==> src/rtl/key_pkg.sv <==
// Shared HID usage codes and keycode type for every key-input source.
// Latency: none (constants, types and a pure function).
// Backpressure: not applicable.
package key_pkg;

    typedef logic [11:0] keycode_t;

    localparam keycode_t   KEY_NONE  = 12'h000;

    localparam logic [7:0] HID_W     = 8'h1A;
    localparam logic [7:0] HID_S     = 8'h16;
    localparam logic [7:0] HID_A     = 8'h04;
    localparam logic [7:0] HID_D     = 8'h07;
    localparam logic [7:0] HID_Q     = 8'h14;
    localparam logic [7:0] HID_E     = 8'h08;
    localparam logic [7:0] HID_UP    = 8'h52;
    localparam logic [7:0] HID_DOWN  = 8'h51;
    localparam logic [7:0] HID_LEFT  = 8'h50;
    localparam logic [7:0] HID_RIGHT = 8'h4F;
    localparam logic [7:0] HID_Z     = 8'h1D;
    localparam logic [7:0] HID_X     = 8'h1B;

    typedef enum logic [2:0] {
        RX_IDLE,
        RX_START,
        RX_DATA,
        RX_STOP,
        RX_DECODE
    } rx_state_t;

    function automatic logic is_supported_key(input logic [7:0] code);
        case (code)
            HID_W, HID_S, HID_A, HID_D, HID_Q, HID_E,
            HID_UP, HID_DOWN, HID_LEFT, HID_RIGHT, HID_Z, HID_X:
                is_supported_key = 1'b1;
            default:
                is_supported_key = 1'b0;
        endcase
    endfunction

endpackage

==> src/rtl/uart_rx_core.sv <==
// 8N1 UART deserializer: synchronizer, baud counter and START/DATA/STOP/DECODE FSM.
// Latency: byte_vld is high for the DECODE cycle, one Clk after the stop-bit sample cycle.
// Backpressure: none; byte_vld and frame_err are single-cycle pulses.
module uart_rx_core #(
    parameter int CLK_FREQ = 50000000,
    parameter int BAUD     = 115200
) (
    input  logic       Clk,
    input  logic       Reset,
    input  logic       rx,
    output logic [7:0] rx_byte,
    output logic       byte_vld,
    output logic       frame_err
);
    import key_pkg::*;

    localparam int BAUD_DIV = CLK_FREQ / BAUD;
    localparam int CW       = $clog2(BAUD_DIV);
    localparam logic [CW-1:0] CNT_HALF = CW'(BAUD_DIV / 2 - 1);
    localparam logic [CW-1:0] CNT_FULL = CW'(BAUD_DIV - 1);

    logic            rx_meta, rx_s;
    rx_state_t       state_q, state_d;
    logic [CW-1:0]   cnt_q, cnt_d;
    logic [2:0]      bit_q, bit_d;
    logic [7:0]      sh_q, sh_d;
    logic            armed_q, armed_d;
    logic            ferr_q, ferr_d;

    always_ff @(posedge Clk) begin
        if (Reset) begin
            rx_meta <= 1'b1;
            rx_s    <= 1'b1;
            state_q <= RX_IDLE;
            cnt_q   <= '0;
            bit_q   <= '0;
            sh_q    <= '0;
            armed_q <= 1'b0;
            ferr_q  <= 1'b0;
        end else begin
            rx_meta <= rx;
            rx_s    <= rx_meta;
            state_q <= state_d;
            cnt_q   <= cnt_d;
            bit_q   <= bit_d;
            sh_q    <= sh_d;
            armed_q <= armed_d;
            ferr_q  <= ferr_d;
        end
    end

    always_comb begin
        state_d = state_q;
        cnt_d   = cnt_q + 1'b1;
        bit_d   = bit_q;
        sh_d    = sh_q;
        armed_d = armed_q;
        ferr_d  = 1'b0;
        case (state_q)
            // A start edge only counts after the line has been seen high,
            // so a held break cannot retrigger frames.
            RX_IDLE: begin
                cnt_d = '0;
                if (rx_s) begin
                    armed_d = 1'b1;
                end else if (armed_q) begin
                    armed_d = 1'b0;
                    state_d = RX_START;
                end
            end
            RX_START: begin
                if (cnt_q == CNT_HALF) begin
                    cnt_d   = '0;
                    bit_d   = '0;
                    state_d = rx_s ? RX_IDLE : RX_DATA;
                end
            end
            RX_DATA: begin
                if (cnt_q == CNT_FULL) begin
                    cnt_d = '0;
                    sh_d  = {rx_s, sh_q[7:1]};
                    bit_d = bit_q + 3'd1;
                    if (bit_q == 3'd7) begin
                        state_d = RX_STOP;
                    end
                end
            end
            RX_STOP: begin
                if (cnt_q == CNT_FULL) begin
                    cnt_d = '0;
                    if (rx_s) begin
                        state_d = RX_DECODE;
                    end else begin
                        ferr_d  = 1'b1;
                        state_d = RX_IDLE;
                    end
                end
            end
            RX_DECODE: begin
                cnt_d   = '0;
                state_d = RX_IDLE;
            end
            default: begin
                cnt_d   = '0;
                state_d = RX_IDLE;
            end
        endcase
    end

    assign rx_byte   = sh_q;
    assign byte_vld  = (state_q == RX_DECODE);
    assign frame_err = ferr_q;

endmodule

==> src/rtl/uart_keycode_rx.sv <==
// UART key receiver: decodes HID bytes onto the shared keycode bus, with hold-timeout auto-release.
// Latency: keycode/keycode_vld update on the edge ending DECODE, 2 Clk after the stop-bit sample.
// Backpressure: none; keycode_vld, frame_err and unknown_key are single-cycle pulses.
module uart_keycode_rx #(
    parameter int CLK_FREQ    = 50000000,
    parameter int BAUD        = 115200,
    parameter int HOLD_CYCLES = 5000000
) (
    input  logic        Clk,
    input  logic        Reset,
    input  logic        rx,
    output logic [11:0] keycode,
    output logic        keycode_vld,
    output logic        frame_err,
    output logic        unknown_key
);
    import key_pkg::*;

    localparam int HW = (HOLD_CYCLES > 1) ? $clog2(HOLD_CYCLES + 1) : 1;
    localparam logic [HW-1:0] HOLD_MAX = HW'(HOLD_CYCLES);

    logic [7:0]    rx_byte;
    logic          byte_vld;
    logic          accept;
    logic [HW-1:0] hold_cnt;

    uart_rx_core #(
        .CLK_FREQ (CLK_FREQ),
        .BAUD     (BAUD)
    ) u_core (
        .Clk       (Clk),
        .Reset     (Reset),
        .rx        (rx),
        .rx_byte   (rx_byte),
        .byte_vld  (byte_vld),
        .frame_err (frame_err)
    );

    // 0x00 is an explicit release and is written like any supported code.
    assign accept = byte_vld && ((rx_byte == 8'h00) || is_supported_key(rx_byte));

    always_ff @(posedge Clk) begin
        if (Reset) begin
            keycode     <= KEY_NONE;
            keycode_vld <= 1'b0;
            unknown_key <= 1'b0;
            hold_cnt    <= '0;
        end else begin
            keycode_vld <= accept;
            unknown_key <= byte_vld && !accept;
            if (accept) begin
                keycode  <= {4'h0, rx_byte};
                hold_cnt <= '0;
            end else if (keycode == KEY_NONE) begin
                hold_cnt <= '0;
            end else if ((HOLD_CYCLES != 0) && (hold_cnt != HOLD_MAX)) begin
                // Unknown bytes fall through here so they never extend a hold.
                hold_cnt <= hold_cnt + 1'b1;
                if (hold_cnt == HOLD_MAX - 1'b1) begin
                    keycode <= KEY_NONE;
                end
            end
        end
    end

endmodule

==> config.mk <==
export PLATFORM = sky130hd
export DESIGN_NAME = uart_keycode_rx
export DESIGN_NICKNAME = d
export VERILOG_FILES = /design/src/rtl/key_pkg.sv /design/src/rtl/uart_rx_core.sv /design/src/rtl/uart_keycode_rx.sv
export SDC_FILE = /design/constraint.sdc
export NUM_CORES = 1
export LEC_CHECK = 0
export BUFFER_PORTS_ARGS = -buffer_cell sky130_fd_sc_hd__buf_2
export CAP_MARGIN = 20
export CORE_UTILIZATION = 50
export CTS_BUF_LIST = sky130_fd_sc_hd__clkbuf_2
export DETAILED_ROUTE_END_ITERATION = 8
export HOLD_SLACK_MARGIN = 0.06
export PLACE_DENSITY_LB_ADDON = 0.05
export SLEW_MARGIN = 20
export SYNTH_ARGS = -nofsm -noshare
export SYNTH_HDL_FRONTEND = slang
export SYNTH_SLANG_ARGS = --single-unit
export TNS_END_PERCENT = 30
==> constraint.sdc <==
create_clock -name Clk -period 2.62 [get_ports Clk]
set_input_delay 0.655 -clock Clk [delete_from_list [all_inputs] [get_ports Clk]]
set_output_delay 0.655 -clock Clk [all_outputs]
set_load 0.005 [all_outputs]
==> results of run 1 <==
cell usage after synthesis (4+ instances only):
library cell,count
dfxtp_1,60
nand2_1,26
xor2_1,22
nor2_4,20
nor2_1,17
nand3_1,16
a21oi_1,13
nand4_1,11
inv_1,8
ha_1,7
nor3_1,7
a22o_1,6
and3_1,6
clkbuf_1,6
nor4_1,5
xnor2_1,5
buf_4,4
nor4bb_1,4
or2_2,4
or4_1,4
metal layers:
metal | vias to the layer above | GRT usage (%) | share of wire (%)
li1 | 1100 | - | -
met1 | 991 | 24.75 | 50
met2 | 22 | 29.47 | 46
met3 | 6 | 7.674 | 3.3
met4 | 0 | 7.778 | 1.2
met5 | - | 0 | 0
cells in the final DEF, fill, tap and decap left out, types with 10 or more instances in the layout:
cell | netlist | layout
buf_2 | 3 | 13
nor2_4 | 20 | 20
nand3_1 | 16 | 16
dfxtp_1 | 60 | 60
nor2_1 | 17 | 17
nand2_1 | 26 | 26
xor2_1 | 22 | 22
a21oi_1 | 13 | 13
clkbuf_2 | 0 | 10
nand4_1 | 11 | 11
final cells by class:
type | count | area [sq um]
clock buffer | 10 | 50.05
clock inverter | 6 | 55.05
fill | 540 | 2466
inverter | 8 | 30.03
multi-input combinational | 221 | 1579
sequential | 60 | 1201
tap | 72 | 90.09
timing repair buffer | 18 | 102.6
state kept, by name, summed over array words and instances (netlist names):
name	count
hold_cnt	23
u_core.cnt_q	9
keycode	8
u_core.rx_byte	8
u_core.bit_q	3
u_core.state_q	3
keycode_vld	1
u_core.armed_q	1
u_core.frame_err	1
u_core.rx_meta	1
u_core.rx_s	1
unknown_key	1
power groups by stage:
stage                     sequential, mW  clock (mW)  combinational [mW]
after floorplan                    0.937           0              0.0171
after global placement             0.938           0              0.0168
after detailed placement           0.938           0              0.0168
after CTS                          0.919       0.578              0.0168
after global routing               0.921       0.624              0.0195
final                              0.919       0.552              0.0166
through the flow:
stage	instances	worst slack (ns)	power, mW	util, %
global route	395	0.1029	1.564	55.76
finish	395	0.2491	1.487	55.76
floorplan	306	0.5661	0.9540	-
detailed placement	379	0.2951	0.9551	53.87
CTS	395	0.2507	1.515	55.76
global placement	379	0.3557	0.9550	53.87
path summary, 6_finish.rpt:
check / start / end / slack, ns / cells past startpoint
setup reg to reg: u_core.rx_byte[3] / hold_cnt[6] / 0.25 / 5
hold / removal: rx / u_core.rx_meta / 0.37 / 2
setup / recovery: u_core.rx_byte[3] / hold_cnt[6] / 0.25 / 5
hold reg to reg: u_core.rx_meta / u_core.rx_s / 0.44 / 1
cells by family (layout without fill, tap and decap cells):
family,after synthesis,count (layout),synth area share [%]
adders and majority gates,7,7,2.998
muxes,4,4,1.413
buffers and inverters,25,42,5.225
AOI/OAI and AO/OA,32,32,8.223
and+or+nand+nor,147,147,32.81
xor gates and xnor gates,27,27,8.094
DFF,60,60,41.11
other,1,4,0.1284
==> reports/qor.yml, run 1 <==
clk_latency_ns: 0.49
p_clk_share_pct: 37.1
cts_root_buf: "clkbuf_2"
clkTransAtPathRegs_ns: 0.19
combinationalPowerShare_pct: 1.1
grt_max_degree: 24
vias: 2119
syn_to_final_growth_pct: 6.381
cts-htree-levels: 3
postSynthAreaPerCell_sq_um: 9.642
cp.arrival_ns: 2.77
pwr_density_cell_mw_per_mm2: 478.6
drv_slew: 0
crit_chain: "nor4bb_1, or4_4, o21ba_4, a311o_4, a21oi_1"
synthArstFlopShare_pct: 0
die_w_um: 78.44
antenna_found_initial: 0
wirelength_um: 5192
fin_hold_ws_ns: 0.3698
vias_per_cell: 5.365
grt_pass1_wl_um: 9239
grt_pass1_vias: 1996
numCtsBuffers: 9
critPathLaunchType: "flop"
critPathKind: "flop to flop"
wire_per_inst_um: 13.14
synth_top_area_cell: "dfxtp_1"
synth.ff_latch_count: 60
fin_area_sq_mm: 0.003108
synth_top_area_share_pct: 41.11
grt_use_total_pct: 19.50
ir_drop_mv: 0.2739
dp_hpwl_um: 3510
drive_gt1_share_pct: 19.81
cts-resized-gates: 0
timing.slew.headroom_pct: 50.99
drt_iter0_drc: 76
placementRows: 27
portBuffers: 13
die_h_um: 78.44
diodes: 0
finish.net_count: 328
drv_cap: 0
p_leak_nw: 1.077
netlist_instances: 303
worst_path_largest_cell_delay_ns: 0.65
setup_viol: 0
timing.fmax_mhz: 421.8
skew_ns: 0.02861
core_area_sq_mm: 0.005574
internal_power_mw: 1.137
end_kind: "flop"
cts.sinks: 60
min_period_ns: 2.371
crit_fanout: 23
hold_viol: 0
rsz0062_at_grt: "no"
syn_area_sq_mm: 0.002922
p_seq_share_pct: 61.8
ios: 18
cts_buffer_depth: 2
dpl_cell_area_sq_mm: 0.003003
dieArea_sq_mm: 0.006153
routabilityCongestion: 0.7418
crit_required_ns: 3.02
ys_dominant_reg_cell: "dfxtp_1"
p_sw_share_pct: 23.59
cts_setup_buffers: 0
hp-class: "input port to flop"
finalCritPeriodShare_pct: 90.49
gr-total-overflow: 0
synth_seq_area_share_pct: 41.11
synth.distinct_cells: 50
path_buf_inv: 0
p_sw_mw: 0.3508
ant_nets: 0
yosysWarnings: 0
cp_top_family: "compound AO/OA/AOI/OAI gates"
cts_tree: "yes"
hold_buffers: 0
worstMarginPinSlew_ns: 0.7352
final.setup.tns_ns: 0
synth.area.top_cells: "dfxtp_1 41%, nor2_4 7.7%, xor2_1 6.6%"
status: "finished clean"
crit_slowest_cell: "a311o_4"
synth_edf_count: 0
drt_first_pass_iters: 4
start_util_pct: 52.41
drc: 0
(Power assumes the default switching activity.)
==> inputs of run 2 (changes only) <==
BUFFER_PORTS_ARGS = -buffer_cell sky130_fd_sc_hd__clkbuf_2   (was -buffer_cell sky130_fd_sc_hd__buf_2)
RECOVER_POWER = 50   (was unset)
==> run 2 against run 1 <==
- worst hold slack improved by 0.0092 ns
- sequential share of layout area grew 0.42 points
- sequential power hardly changed
- critical path depth unchanged
- total power decreased by 8.2%
- critical path type unchanged
==> reports/qor.yml, run 2 (synthesized netlist as in run 1, its figures left out) <==
status: "finished clean"  # unchanged
wirelength_um: 5187  # was 5192 um
diodes: 0  # unchanged
hold_viol: 0  # unchanged
internal_power_mw: 1.040  # was 1.137 mW
clk_latency_ns: 0.47  # was 0.49 ns
cts_buffer_depth: 2  # unchanged
cts_tree: "yes"  # unchanged
cts_setup_buffers: 0  # unchanged
ir_drop_mv: 0.2525  # was 0.2739 mV
drt_first_pass_iters: 4  # unchanged
routabilityCongestion: 0.7492  # was 0.7418
cp.arrival_ns: 2.72  # was 2.77 ns
gr-total-overflow: 0  # unchanged
skew_ns: 0.02095  # was 0.02861 ns
p_sw_mw: 0.3249  # was 0.3508 mW
p_leak_nw: 1.044  # was 1.077 nW
finalCritPeriodShare_pct: 88.59  # was 90.49%
cts_root_buf: "clkbuf_2"  # unchanged
antenna_found_initial: 0  # unchanged
drv_cap: 0  # unchanged
grt_pass1_vias: 1995  # was 1,996
die_h_um: 78.44  # unchanged
grt_use_total_pct: 18.92  # was 19.50%
final.setup.tns_ns: 0  # unchanged
p_clk_share_pct: 31.5  # was 37.1%
p_seq_share_pct: 67.3  # was 61.8%
cts-resized-gates: 0  # unchanged
rsz0062_at_grt: "no"  # unchanged
combinationalPowerShare_pct: 1.2  # was 1.1%
syn_to_final_growth_pct: 5.225  # was 6.381%
final_core_util_pct: 55.15  # was 55.76%
hp-class: "input port to flop"  # unchanged
setup_viol: 0  # unchanged
dp_hpwl_um: 3492  # was 3510 um
hold_buffers: 0  # unchanged
multi_input_area_sq_mm: 0.001579  # unchanged
grt_pass1_wl_um: 9121  # was 9239 um
wire_per_inst_um: 13.13  # was 13.14 um
fillers: 551  # was 540
timing.slew.headroom_pct: 44.73  # was 50.99%
p_sw_share_pct: 23.80  # was 23.59%
vias: 2077  # was 2,119
critPathKind: "flop to flop"  # unchanged
grt_max_degree: 24  # unchanged
start_util_pct: 52.41  # unchanged
ios: 18  # unchanged
placementRows: 27  # unchanged
core_area_sq_mm: 0.005574  # unchanged
crit_fanout: 23  # unchanged
seqCellArea_sq_mm: 0.001201  # unchanged
largest_register_ffs: 23  # unchanged
timing.fmax_mhz: 430.9  # was 421.8 MHz
regMostFlops: "hold_cnt"  # unchanged
portBuffers: 13  # unchanged
end_kind: "flop"  # unchanged
die_w_um: 78.44  # unchanged
dieArea_sq_mm: 0.006153  # unchanged
cts-htree-levels: 3  # unchanged
finish.net_count: 329  # was 328
layout_commonest_cell: "dfxtp_1"  # unchanged
cts.sinks: 60  # unchanged
pwr_density_cell_mw_per_mm2: 444.1  # was 478.6 mW/mm^2
ant_nets: 0  # unchanged
largest_registers: "hold_cnt x23, u_core.cnt_q x9"  # unchanged
mostFrequentLayoutCells: "60 x dfxtp_1, 26 x nand2_1, 22 x xor2_1"  # unchanged
drive_gt1_share_pct: 17.96  # was 19.81%
clkTransAtPathRegs_ns: 0.16  # was 0.19 ns
drv_slew: 0  # unchanged
crit_required_ns: 3.02  # about the same
vias_per_cell: 5.258  # was 5.365
worstMarginPinSlew_ns: 0.8290  # was 0.7352 ns
min_period_ns: 2.321  # was 2.371 ns
worst-r2r-setup-slack_ns: 0.30  # was 0.25 ns
critPathLaunchType: "flop"  # unchanged
drt_iter0_drc: 109  # was 76
drc: 0  # unchanged
numCtsBuffers: 9  # unchanged
run 2: metal layers:
metal | global-route usage (%) | wire (um) | vias to the layer above
met5 | 0 | 0 | -
met3 | 6.628 | 139 | 2
met2 | 30.00 | 2365 | 16
met4 | 5.556 | 24 | 0
met1 | 24.12 | 2658 | 964
li1 | - | - | 1095
run 2: final timing paths:
kind | start | endpoint | depth (start not counted)
worst min register to register | u_core.rx_meta | u_core.rx_s | 1
worst min-delay path | rx | u_core.rx_meta | 2
worst max register to register | u_core.rx_byte[3] | hold_cnt[2] | 5
worst max-delay path | u_core.rx_byte[3] | hold_cnt[2] | 5
run 2: power groups by stage:
stage | Clock [mW] | Combinational [mW] | Sequential [mW]
4_1_cts | 0.452 | 0.0183 | 0.919
2_1_floorplan | 0 | 0.0171 | 0.937
3_5_place_dp | 0 | 0.0183 | 0.938
5_1_grt | 0.487 | 0.0194 | 0.920
6_report | 0.430 | 0.0168 | 0.919
3_3_place_gp | 0 | 0.0182 | 0.938
run 2: final cells by class:
type	instances	area share [%]
Clock buffer	11	1.791
Inverter	8	0.9768
Tap cell	72	2.930
Timing Repair Buffer	19	3.297
Multi-Input combinational cell	221	51.36
Sequential cell	60	39.07
Clock inverter	4	0.5698
run 2: critical path, stage by stage, from the launching register on:
cell and delay [ns]:
dfxtp_1 0.52, nor4bb_1 0.10, or4_4 0.55, o21ba_4 0.22, a311o_4 0.65, a21oi_1 0.20
run 2: per-stage QoR:
stage | instances | power (mW) | worst slack, ns | hold WS, ns | cell area, sq um
3_5_place_dp | 380 | 0.9564 | 0.3356 | 0.3928 | 3010
5_1_grt | 395 | 1.426 | 0.1723 | 0.3278 | 3074
4_1_cts | 395 | 1.389 | 0.3078 | 0.3318 | 3083
2_1_floorplan | 306 | 0.9540 | 0.5661 | 0.3895 | 2933
3_3_place_gp | 380 | 0.9563 | 0.3817 | 0.3951 | 3010
6_report | 395 | 1.365 | 0.2990 | 0.3790 | 3074
==> inputs of run 3 (changes only) <==
CELL_PAD_IN_SITES_DETAIL_PLACEMENT = 1   (was unset)
CELL_PAD_IN_SITES_GLOBAL_PLACEMENT = 2   (was unset)
CORE_UTILIZATION = 40   (was 50)
==> run 3 against run 2 <==
- clock power is 3% higher
- design area is 0.98% higher
- core utilization is 10 points lower
- highest routed layer unchanged
- routed wire length is 14% higher
- first-iteration DRC count is 61% lower
- sequential power hardly changed
- worst hold slack worse by 0.032 ns
- final cell count is 6.6% higher
- sequential cell count stayed put
- critical path depth stayed put
- sequential share of layout area is 0.38 points lower
==> reports/qor.yml, run 3 (synthesized netlist as in run 1, its figures left out) <==
cp.arrival_ns: 2.73  # was 2.72 ns
rr_endpoint: "hold_cnt[2]"  # unchanged
clk_latency_ns: 0.47  # about the same
p_seq_share_pct: 66.5  # was 67.3%
syn_to_final_growth_pct: 6.253  # was 5.225%
portBuffers: 13  # unchanged
cts-htree-levels: 3  # unchanged
cts_buffer_depth: 2  # unchanged
layout_commonest_cell: "dfxtp_1"  # unchanged
drv_cap: 0  # unchanged
antenna_found_initial: 0  # unchanged
timing.fmax_mhz: 427.6  # was 430.9 MHz
p_clk_share_pct: 32.1  # was 31.5%
worstMarginPinSlew_ns: 0.7428  # was 0.8290 ns
grt_pass1_wl_um: 10600  # was 9121 um
largest_registers: "hold_cnt x23, u_core.cnt_q x9"  # unchanged
placementRows: 30  # was 27
final_core_util_pct: 44.95  # was 55.15%
clkTransAtPathRegs_ns: 0.17  # was 0.16 ns
grt_use_total_pct: 18.13  # was 18.92%
critPathLaunchType: "flop"  # unchanged
p_sw_mw: 0.3404  # was 0.3249 mW
hold_viol: 0  # unchanged
finalCritPeriodShare_pct: 89.25  # was 88.59%
status: "finished clean"  # unchanged
finish.net_count: 331  # was 329
p_sw_share_pct: 24.63  # was 23.80%
drt_iter0_drc: 43  # was 109
min-delay-start: "rx"  # unchanged
regMostFlops: "hold_cnt"  # unchanged
die_w_um: 87.46  # was 78.44 um
ios: 18  # unchanged
combinationalPowerShare_pct: 1.4  # was 1.2%
rsz0062_at_grt: "no"  # unchanged
wirelength_um: 5917  # was 5187 um
drc: 0  # unchanged
cts_setup_buffers: 0  # unchanged
hold_buffers: 0  # unchanged
diodes: 0  # unchanged
cts.sinks: 60  # unchanged
cts_root_buf: "clkbuf_2"  # unchanged
final.setup.tns_ns: 0  # unchanged
pwr_density_cell_mw_per_mm2: 445.2  # was 444.1 mW/mm^2
r2r_start: "u_core.rx_byte[6]"  # was u_core.rx_byte[3]
min_period_ns: 2.338  # was 2.321 ns
crit_required_ns: 3.02  # about the same
crit_fanout: 23  # unchanged
skew_ns: 0.02133  # was 0.02095 ns
ant_nets: 0  # unchanged
vias: 2203  # was 2,077
dieArea_sq_mm: 0.007649  # was 0.006153 sq mm
drv_slew: 0  # unchanged
core_area_sq_mm: 0.006907  # was 0.005574 sq mm
setup_viol: 0  # unchanged
mostFrequentLayoutCells: "60 x dfxtp_1, 26 x nand2_1, 22 x xor2_1"  # unchanged
cts-resized-gates: 0  # unchanged
drt_first_pass_iters: 4  # unchanged
grt_max_degree: 24  # unchanged
largest_register_ffs: 23  # unchanged
die_h_um: 87.46  # was 78.44 um
vias_per_cell: 5.233  # was 5.258
end_kind: "flop"  # unchanged
whs_path_depth: 2  # unchanged
r2r_cells: 5  # unchanged
ir_drop_mv: 0.1984  # was 0.2525 mV
drive_gt1_share_pct: 17.85  # was 17.96%
grt_pass1_vias: 2189  # was 1,995
dp_hpwl_um: 4212  # was 3492 um
gr-total-overflow: 0  # unchanged
routabilityCongestion: 0.7126  # was 0.7492
numCtsBuffers: 9  # unchanged
worst-r2r-setup-slack_ns: 0.28  # was 0.30 ns
internal_power_mw: 1.042  # was 1.040 mW
critPathKind: "flop to flop"  # unchanged
p_leak_nw: 1.048  # was 1.044 nW
cts_tree: "yes"  # unchanged
start_util_pct: 42.30  # was 52.41%
timing.slew.headroom_pct: 50.48  # was 44.73%
wire_per_inst_um: 14.05  # was 13.13 um
hp-class: "input port to flop"  # unchanged
min_to: "u_core.rx_meta"  # unchanged
-- run 3: cell count changes in the layout (fill, tap and decap cells not counted) --
cell      previous run  this run
clkbuf_2            20        21
o21ba_1              0         1
o21ba_4              1         0
nor4b_2              1         0
nor4b_1              2         3
buf_4                5         6
-- run 3: worst max path at each step --
stage | start | to | slack (ns) | cells after the start
2_1_floorplan | u_core.rx_byte[6] | hold_cnt[8] | 0.57 | 7
3_3_place_gp | u_core.rx_byte[6] | hold_cnt[2] | 0.35 | 5
3_5_place_dp | u_core.rx_byte[3] | hold_cnt[2] | 0.34 | 5
4_1_cts | u_core.rx_byte[3] | hold_cnt[2] | 0.27 | 5
5_1_grt | u_core.rx_byte[6] | hold_cnt[2] | 0.13 | 5
6_report | u_core.rx_byte[6] | hold_cnt[2] | 0.28 | 5
-- run 3: through the flow --
| stage | area (sq um) | hold slack, ns | setup slack [ns] | cells | power (mW) |
|---|---|---|---|---|---|
| floorplan | 2933 | 0.3895 | 0.5661 | 306 | 0.9540 |
| global route | 3104 | 0.2992 | 0.1318 | 421 | 1.456 |
| CTS | 3128 | 0.2906 | 0.2655 | 421 | 1.412 |
| global placement | 3055 | 0.3905 | 0.3504 | 406 | 0.9579 |
| finish | 3104 | 0.3474 | 0.2816 | 421 | 1.382 |
| detailed placement | 3055 | 0.3949 | 0.3377 | 406 | 0.9582 |
-- run 3: power by group through the flow --
stage	combinational, mW	clock, mW	sequential, mW
2_1_floorplan	0.0171	0	0.937
6_report	0.0191	0.444	0.919
5_1_grt	0.0216	0.514	0.921
4_1_cts	0.0199	0.473	0.919
3_3_place_gp	0.0196	0	0.938
3_5_place_dp	0.0199	0	0.938
-- run 3: worst max-delay path: stages (launching register included) --
cell and delay [ns]:
dfxtp_1 0.53, and4b_1 0.23, or4_4 0.41, o21ba_1 0.23, a311o_4 0.66, a21oi_1 0.19
-- run 3: final cells by class --
cell class / count / area (sq um)
fill: 845 / 3802
multi-input combinational: 221 / 1567
sequential: 60 / 1201
tap: 96 / 120.1
timing repair buffer: 21 / 113.9
clock buffer: 11 / 55.05
inverter: 8 / 30.03
clock inverter: 4 / 17.52
-- run 3: metal layers --
layer,GRT usage [%],up-vias,part of all wire (%)
met4,5.812,0,1.4
met5,0,-,0
met2,29.76,12,48
li1,-,1099,-
met1,22.72,1083,48
met3,5.403,9,2.4
